**src/rtl/receiver_buffer.sv**
```systemverilog
// Byte-to-block assembler (16 bytes, first byte in [127:120]) feeding a show-ahead block FIFO.
// Optional macro RX_TIMEOUT_EN enables an inter-byte timeout that discards stale partial blocks.
module receiver_buffer #(
  parameter int DEPTH          = 4,
  parameter int ADDR_W         = 2,
  parameter int TIMEOUT_CYCLES = 50000
) (
  input  logic         clk,
  input  logic         reset,
  input  logic [7:0]   byte_UART_to_shiftReg,
  input  logic         rx_done,
  input  logic         read_en,
  output logic [127:0] block_buffer_to_aes,
  output logic         empty,
  output logic         full,
  output logic         overflow,
  output logic [3:0]   byte_count,
  output logic         frame_error
);

  logic [ADDR_W:0] wr_ptr_r;
  logic [ADDR_W:0] rd_ptr_r;
  logic [127:0]    mem_r [DEPTH];
  logic [119:0]    shift_r;
  logic [3:0]      count_r;
  logic            overflow_r;

  logic [127:0]    block_s;
  logic            push_s;
  logic            wr_ok_s;
  logic            pop_s;
  logic            empty_s;
  logic            full_s;
  logic            timeout_s;

  assign empty_s = (wr_ptr_r == rd_ptr_r);
  assign full_s  = (wr_ptr_r[ADDR_W-1:0] == rd_ptr_r[ADDR_W-1:0]) &&
                   (wr_ptr_r[ADDR_W] != rd_ptr_r[ADDR_W]);

  // Completion, push/pop qualification; a full FIFO still accepts a push when popped on the same edge
  always_comb begin
    block_s = {shift_r, byte_UART_to_shiftReg};
    push_s  = rx_done && (count_r == 4'd15);
    pop_s   = read_en && !empty_s;
    if (push_s) begin
      wr_ok_s = !full_s || read_en;
    end else begin
      wr_ok_s = 1'b0;
    end
  end

`ifdef RX_TIMEOUT_EN
  localparam int CNT_W = $clog2(TIMEOUT_CYCLES + 1);
  logic [CNT_W-1:0] idle_r;
  logic             frame_error_r;

  // An arriving byte always beats the terminal count
  assign timeout_s = !rx_done && (count_r != 4'd0) &&
                     (idle_r == CNT_W'(TIMEOUT_CYCLES - 1));

  // Idle counter: runs only while a partial block is pending
  always_ff @(posedge clk or posedge reset) begin
    if (reset) begin
      idle_r <= '0;
    end else if (rx_done || timeout_s || (count_r == 4'd0)) begin
      idle_r <= '0;
    end else begin
      idle_r <= idle_r + {{(CNT_W-1){1'b0}}, 1'b1};
    end
  end

  // One-cycle frame error pulse on timeout discard
  always_ff @(posedge clk or posedge reset) begin
    if (reset) begin
      frame_error_r <= 1'b0;
    end else begin
      frame_error_r <= timeout_s;
    end
  end

  assign frame_error = frame_error_r;
`else
  assign timeout_s   = 1'b0;
  assign frame_error = 1'b0;
`endif

  // Assembler: shift in bytes, count wraps to 0 on the completing byte
  always_ff @(posedge clk or posedge reset) begin
    if (reset) begin
      shift_r <= '0;
      count_r <= 4'd0;
    end else if (rx_done) begin
      shift_r <= {shift_r[111:0], byte_UART_to_shiftReg};
      count_r <= count_r + 4'd1;
    end else if (timeout_s) begin
      shift_r <= '0;
      count_r <= 4'd0;
    end else begin
      shift_r <= shift_r;
      count_r <= count_r;
    end
  end

  // Block storage
  always_ff @(posedge clk or posedge reset) begin
    if (reset) begin
      for (int i = 0; i < DEPTH; i++) begin
        mem_r[i] <= '0;
      end
    end else if (wr_ok_s) begin
      mem_r[wr_ptr_r[ADDR_W-1:0]] <= block_s;
    end
  end

  // Pointers with wrap bit
  always_ff @(posedge clk or posedge reset) begin
    if (reset) begin
      wr_ptr_r <= '0;
      rd_ptr_r <= '0;
    end else begin
      if (wr_ok_s) begin
        wr_ptr_r <= wr_ptr_r + {{ADDR_W{1'b0}}, 1'b1};
      end
      if (pop_s) begin
        rd_ptr_r <= rd_ptr_r + {{ADDR_W{1'b0}}, 1'b1};
      end
    end
  end

  // Sticky drop indicator
  always_ff @(posedge clk or posedge reset) begin
    if (reset) begin
      overflow_r <= 1'b0;
    end else if (push_s && !wr_ok_s) begin
      overflow_r <= 1'b1;
    end
  end

  assign block_buffer_to_aes = mem_r[rd_ptr_r[ADDR_W-1:0]];
  assign empty               = empty_s;
  assign full                = full_s;
  assign overflow            = overflow_r;
  assign byte_count          = count_r;

endmodule

```
**config.mk**
```make
export PLATFORM = sky130hd
export DESIGN_NAME = receiver_buffer
export DESIGN_NICKNAME = d
export VERILOG_FILES = /design/src/rtl/receiver_buffer.sv
export SDC_FILE = /design/constraint.sdc
export NUM_CORES = 1
export LEC_CHECK = 0
export CORE_MARGIN = 10
export CORE_UTILIZATION = 60
export DETAILED_ROUTE_END_ITERATION = 8
export HOLD_SLACK_MARGIN = 0.1
export PLACE_DENSITY_LB_ADDON = 0.25
export SLEW_MARGIN = 20
export SYNTH_ARGS = -nofsm -noshare
export SYNTH_HDL_FRONTEND = slang
export SYNTH_SLANG_ARGS = --single-unit
export TNS_END_PERCENT = 100
```
**constraint.sdc**
```tcl
create_clock -name clk -period 31.8 [get_ports clk]
set_input_delay 6.36 -clock clk [delete_from_list [all_inputs] [get_ports clk]]
set_output_delay 6.36 -clock clk [all_outputs]
set_load 0.02 [all_outputs]
```
==> flow_metrics.env, run 1 <==
export IMPL_fp_row_count=77
export IMPL_vias=13840
export IMPL_p_leak_nw=14.94
export IMPL_crit_end="full"
export IMPL_cp_slowest_cell="dfrtp_4"
export IMPL_drive_above_1_share_pct=24.03
export IMPL_setup_tns_final_ps=0
export IMPL_post_synth_num_cell_types=24
export IMPL_die_w_um=232.5
export IMPL_dpl_cell_area_mm2=0.02884
export IMPL_reg2reg_slack_ps=26350
export IMPL_clock_sinks=643
export IMPL_coreArea_mm2=0.04441
export IMPL_final_cells=2315
export IMPL_cp_end_kind="primary output"
export IMPL_grt_usage_pct=20.60
export IMPL_cts_hold_buffers=0
export IMPL_path_max_fanout=46
export IMPL_syn_cell_area_mm2=0.02709
export IMPL_use_met2_pct=32.59
export IMPL_avgViaCountPerCell=5.980
export IMPL_ir_drop_uv=65.62
export IMPL_rsz0062_at_grt="no"
export IMPL_cts_buffers=67
export IMPL_synth_avg_cell_area_um2=17.50
export IMPL_grt_antenna_before_repair=1
export IMPL_post_route_min_period_ps=11280
export IMPL_min_path_type="reg -> reg"
export IMPL_p_int_mw=1.929
export IMPL_die_area_mm2=0.05404
export IMPL_worst_pin_slew_ps=1030
export IMPL_status="finished, final reports clean"
export IMPL_synth_cells=1548
export IMPL_sequentialPowerShare_pct=45.2
export IMPL_fillers=2891
export IMPL_clk_pin_slew_ps=60
export IMPL_r2r_start="rd_ptr_r[1]"
export IMPL_power_density_mw_per_mm2=89.80
export IMPL_place_gp_congestion=0.7202
export IMPL_ys_ff_latch=643
export IMPL_met1_usage_pct=29.00
export IMPL_synth_edff_count=0
export IMPL_stdcell_area_mm2=0.03097
export IMPL_fmaxAchievable_mhz=88.62
export IMPL_p_switching_mw=0.8518
export IMPL_drv_slew=0
export IMPL_async_reset_ff_share_pct=100.0
export IMPL_hold_viol=0
export IMPL_diodes=0
export IMPL_setup_viol=0
export IMPL_wirelength_mm=53.86
export IMPL_drt_iter0_drc=843
export IMPL_skew_ps=19.63
export IMPL_grt_pass1_vias=15290
export IMPL_grt_overflow_total=0
export IMPL_cts_tree="built"
export IMPL_grtUsageMet3_pct=3.797
export IMPL_ant_nets=0
export IMPL_clockRootBuffer="clkbuf_16"
export IMPL_post_route_drc_count=0
export IMPL_switching_share_pct=30.63
export IMPL_path_class="reg -> out"
export IMPL_crit_path_cell_trace="buf_4 > buf_4 > xnor2_1 > nand2_1 > nor2_1 > clkdlybuf4s50_1"
export IMPL_cts_max_path_buffers=3
export IMPL_initial_core_util_pct=60.99
export IMPL_start_kind="flip-flop"
export IMPL_dp_hpwl_mm=31.60
export IMPL_syn_to_final_growth_pct=14.34
export IMPL_post_cts_buffers=0
export IMPL_fin_nets=1699
export IMPL_die_h_um=232.5
export IMPL_max_stage_delay_ps=1020
export IMPL_syn_num_nets=1566
export IMPL_finalCritPeriodShare_pct=35.48
export IMPL_synth_top_area_share_pct=59.41
export IMPL_max_slew_margin_pct=31.33
export IMPL_grt_busiest_layer="met2"
export IMPL_combPwrFrac_pct=27.9
export IMPL_worstSetupStartpoint="rd_ptr_r[1]"
export IMPL_clock_power_share_pct=26.9
export IMPL_cap_violations=0
export IMPL_yosysSeqAreaShare_pct=59.41
export IMPL_reg2regPathDepth=7
export IMPL_synth_top_area_cell="dfrtp_1"
export IMPL_cts_resized=0
export IMPL_clkLatencyLatePin_ps=580
export IMPL_grt_pass1_wl_mm=88.40
export IMPL_synth_area_top_cells="dfrtp_1 59%, mux2_1 20%, mux4_2 11%, mux2_2 6.9%, buf_4 1.1%"
export IMPL_worstPathArrival_ps=4920
export IMPL_cp_common_cell="buf_4"
export IMPL_cts_htree_levels=3
export IMPL_dpl_cell_count=2203
export IMPL_grt_max_degree=148
export IMPL_synth_ff_type="dfrtp_1"
export IMPL_ios=148
export IMPL_io_buffers=146
export IMPL_wire_per_inst_um=23.26
export IMPL_required_ps=25440
export IMPL_firstDrtPassIters=4
export IMPL_yosysWarnings=0
export IMPL_r2r_end="mem_r[247]"
-- cell usage after synthesis, types with 4 or more instances --
cell / instances
nand3_1: 5
buf_2: 16
mux4_2: 128
mux2_2: 165
xnor2_1: 8
ha_1: 6
buf_1: 5
mux2_1: 470
inv_1: 4
dfrtp_1: 643
buf_6: 15
buf_4: 41
clkbuf_1: 25
nand2_1: 4
-- worst min-delay path by stage --
stage | from | endpoint | slack (ps) | depth (start not counted)
4_1_cts | mem_r[275] | mem_r[275] | 490 | 1
3_3_place_gp | mem_r[133] | mem_r[133] | 470 | 1
5_1_grt | mem_r[335] | mem_r[335] | 490 | 1
6_report | mem_r[55] | mem_r[55] | 480 | 1
3_5_place_dp | mem_r[133] | mem_r[133] | 480 | 1
2_1_floorplan | mem_r[128] | mem_r[128] | 460 | 1
-- kinds of logic after synthesis --
group | count (synthesis) | share of synthesized area [%]
compound gates | 4 | 0.1109
simple gates | 15 | 0.3002
fa+ha+maj | 6 | 0.2772
flops | 643 | 59.41
buf+inv | 106 | 2.527
mux | 763 | 37.04
other cells | 1 | 0.01384
xor+xnor | 10 | 0.3234
-- layer usage --
metal	share of wire, %	up-vias
met4	1.7	2
met5	0.024	-
met1	46	7579
li1	-	5975
met2	48	214
met3	4.4	74
-- power by group through the flow --
stage          logic [mW]  clock network (mW)  registers [mW]
3_3_place_gp        0.768                   0            1.25
3_5_place_dp        0.788                   0            1.27
4_1_cts             0.792               0.766            1.26
2_1_floorplan       0.559                   0            1.17
6_report            0.775               0.749            1.26
5_1_grt             0.830               0.800            1.30
-- critical path: cells and delay by family (launching register included) --
kind                   cells  cell delay, ps
XOR/XNOR                   1             290
buffers and inverters      3            2410
flip-flops                 1            1020
AND/OR/NAND/NOR            2             580
-- cell usage in the layout (no fill, tap or decap), drive strengths merged, types with 2 or more instances in the layout --
cell type / count
dfrtp: 643
mux2: 635
clkdlybuf4s50: 145
mux4: 128
clkbuf: 103
buf: 21
xnor2: 8
ha: 6
inv: 6
nand3: 5
nand2: 4
clkinv: 4
nand4: 3
xor2: 2
nor2: 2
bufinv: 2
-- registers in the layout (all words and copies together), names as in the netlist --
signal      cells
overflow        1
byte_count      4
rd_ptr_r        3
shift_r       120
wr_ptr_r        3
mem_r         512
-- cell type report --
cell class / count / area, um^2 / share of cell area, %
Clock inverter: 8 / 101.3 / 0.3272
Sequential cell: 643 / 16100 / 51.98
Timing Repair Buffer: 166 / 1653 / 5.337
Inverter: 4 / 22.52 / 0.07272
Multi-Input combinational cell: 799 / 10360 / 33.45
Clock buffer: 103 / 1994 / 6.440
Tap cell: 592 / 740.7 / 2.392
-- metrics by stage --
step / hold slack, ps / utilization (%) / setup slack, ps / total power [mW]
finish: 483.9 / 69.73 / 20520 / 2.781
global route: 492.3 / 69.73 / 20150 / 2.926
CTS: 488.0 / 69.65 / 20350 / 2.816
detailed placement: 475.5 / 64.94 / 20990 / 2.057
global placement: 467.6 / 64.94 / 21040 / 2.021
floorplan: 458.7 / - / 7426 / 1.732
Note: power is estimated with default switching activity, not from simulation.
==> run 2, diff against run 1 <==
clock period = 11.17 ns   (was 31.8 ns; I/O delays follow)
==> run 2 against run 1 <==
  * Cell area is 0.54% higher
  * Sequential power grew to 2.8 times the previous value
  * Clock power grew to 3.0 times the previous value
  * Hold slack hardly changed
  * Routed wire length is 1.1% higher
  * Sequential share of layout area is 0.28 points lower
  * Combinational power grew to 2.9 times the previous value
  * Critical path depth is 3 lower
  * Largest power group unchanged
==> flow_metrics.env, run 2 (synthesis results as in run 1) <==
export IMPL_holdWs_ps=484.3
export IMPL_pre_cts_ws_ps=5265
export IMPL_rsz0062_at_grt="no"
export IMPL_firstDrtPassIters=4
export IMPL_grt_overflow_total=0
export IMPL_place_gp_congestion=0.7232
export IMPL_final_common_cell="dfrtp_1"
export IMPL_p_leak_nw=15.02
export IMPL_min_path_type="reg -> reg"
export IMPL_wirelength_mm=54.43
export IMPL_power_density_mw_per_mm2=258.5
export IMPL_status="finished, final reports clean"
export IMPL_r2r_start="rd_ptr_r[1]"
export IMPL_total_power_mw=8.050
export IMPL_wire_per_inst_um=23.44
export IMPL_path_max_fanout=47
export IMPL_required_ps=8940
export IMPL_worst_pin_slew_ps=1022
export IMPL_ant_nets=0
export IMPL_die_w_um=232.5
export IMPL_cts_tree="built"
export IMPL_drv_slew=0
export IMPL_clk_pin_slew_ps=60
export IMPL_grt_antenna_before_repair=0
export IMPL_drive_above_1_share_pct=24.74
export IMPL_fin_nets=1699
export IMPL_drt_iter0_drc=802
export IMPL_clkLatencyLatePin_ps=590
export IMPL_cts_max_path_buffers=3
export IMPL_stdcell_area_mm2=0.03114
export IMPL_fp_row_count=77
export IMPL_cts_htree_levels=3
export IMPL_grt_max_degree=185
export IMPL_worstSetupStartpoint="rd_ptr_r[1]"
export IMPL_grt_usage_pct=20.70
export IMPL_seqCellArea_mm2=0.01610
export IMPL_vias=13890
export IMPL_diodes=0
export IMPL_clockRootBuffer="clkbuf_16"
export IMPL_largest_register_ffs=512
export IMPL_io_buffers=146
export IMPL_grt_pass1_vias=15410
export IMPL_cts_buffers=67
export IMPL_finalCritPeriodShare_pct=52.18
export IMPL_hp_start="mem_r[274]"
export IMPL_dp_hpwl_mm=31.57
export IMPL_max_slew_margin_pct=31.90
export IMPL_post_route_min_period_ps=5828
export IMPL_avgViaCountPerCell=5.982
export IMPL_setup_viol=0
export IMPL_coreArea_mm2=0.04441
export IMPL_final_cell_mix="641 x dfrtp_1, 470 x mux2_1, 165 x mux2_2, 145 x clkdlybuf4s50_1, 128 x mux4_2"
export IMPL_cts_resized=0
export IMPL_cts_hold_buffers=0
export IMPL_fmaxAchievable_mhz=171.6
export IMPL_setup_slack_ps=5342
export IMPL_cap_violations=0
export IMPL_ios=148
export IMPL_grt_pass1_wl_mm=88.67
export IMPL_post_cts_buffers=0
export IMPL_path_class="reg -> out"
export IMPL_clock_sinks=643
export IMPL_start_kind="flip-flop"
export IMPL_setup_tns_final_ps=0
export IMPL_dpl_cell_area_mm2=0.02885
export IMPL_regMostFlops="mem_r"
export IMPL_fillers=2858
export IMPL_worstPathArrival_ps=3590
export IMPL_hold_viol=0
export IMPL_die_area_mm2=0.05404
export IMPL_post_route_drc_count=0
export IMPL_cp_end_kind="primary output"
export IMPL_die_h_um=232.5
export IMPL_syn_to_final_growth_pct=14.96
export IMPL_multi_input_area_mm2=0.01036
export IMPL_ir_drop_uv=179.8
export IMPL_skew_ps=19.04
export IMPL_initial_core_util_pct=60.99
## run 2: layout make-up
class	instances	share of cell area [%]
Timing Repair Buffer	166	5.336
Multi-Input combinational cell	799	33.27
Clock inverter	14	0.5063
Inverter	4	0.06027
Sequential cell	643	51.70
Tap cell	592	2.379
Clock buffer	104	6.746
## run 2: through the flow
| step | util (%) | cells |
|---|---|---|
| floorplan | - | 1548 |
| global placement | 64.95 | 2203 |
| detailed placement | 64.95 | 2203 |
| CTS | 70.04 | 2321 |
| global route | 70.11 | 2322 |
| finish | 70.11 | 2322 |
## run 2: path summary, 6_finish.rpt
check,slack [ps],endpoint,depth (start not counted)
worst max-delay path,5340,block_buffer_to_aes[60],3
worst max register to register,6940,mem_r[335],6
max in group asynchronous,6950,mem_r[342],5
min in group asynchronous,2210,mem_r[439],3
worst min-delay path,480,mem_r[274],1
worst min register to register,480,mem_r[274],1
## run 2: worst max-delay path, stage by stage, from the launching register on
cell and delay (ps):
dfrtp_4 850, buf_4 860, mux4_2 680, clkdlybuf4s50_1 580
## run 2: power breakdown
| part | total, mW | internal [mW] | switching [mW] |
|---|---|---|---|
| logic | 2.26 | 1.24 | 1.02 |
| registers | 3.54 | 2.99 | 0.554 |
| clock network | 2.25 | 1.36 | 0.886 |
| total | 8.05 | 5.59 | 2.46 |
## run 2: metal layers
metal  vias to the layer above  global-route usage (%)  wire length, um
met1                      7580                   29.19            24600
met3                        71                   4.283             2498
met5                         -                       0                0
met4                         0                   4.687              946
li1                       5993                       -                -
met2                       247                   32.87            26380
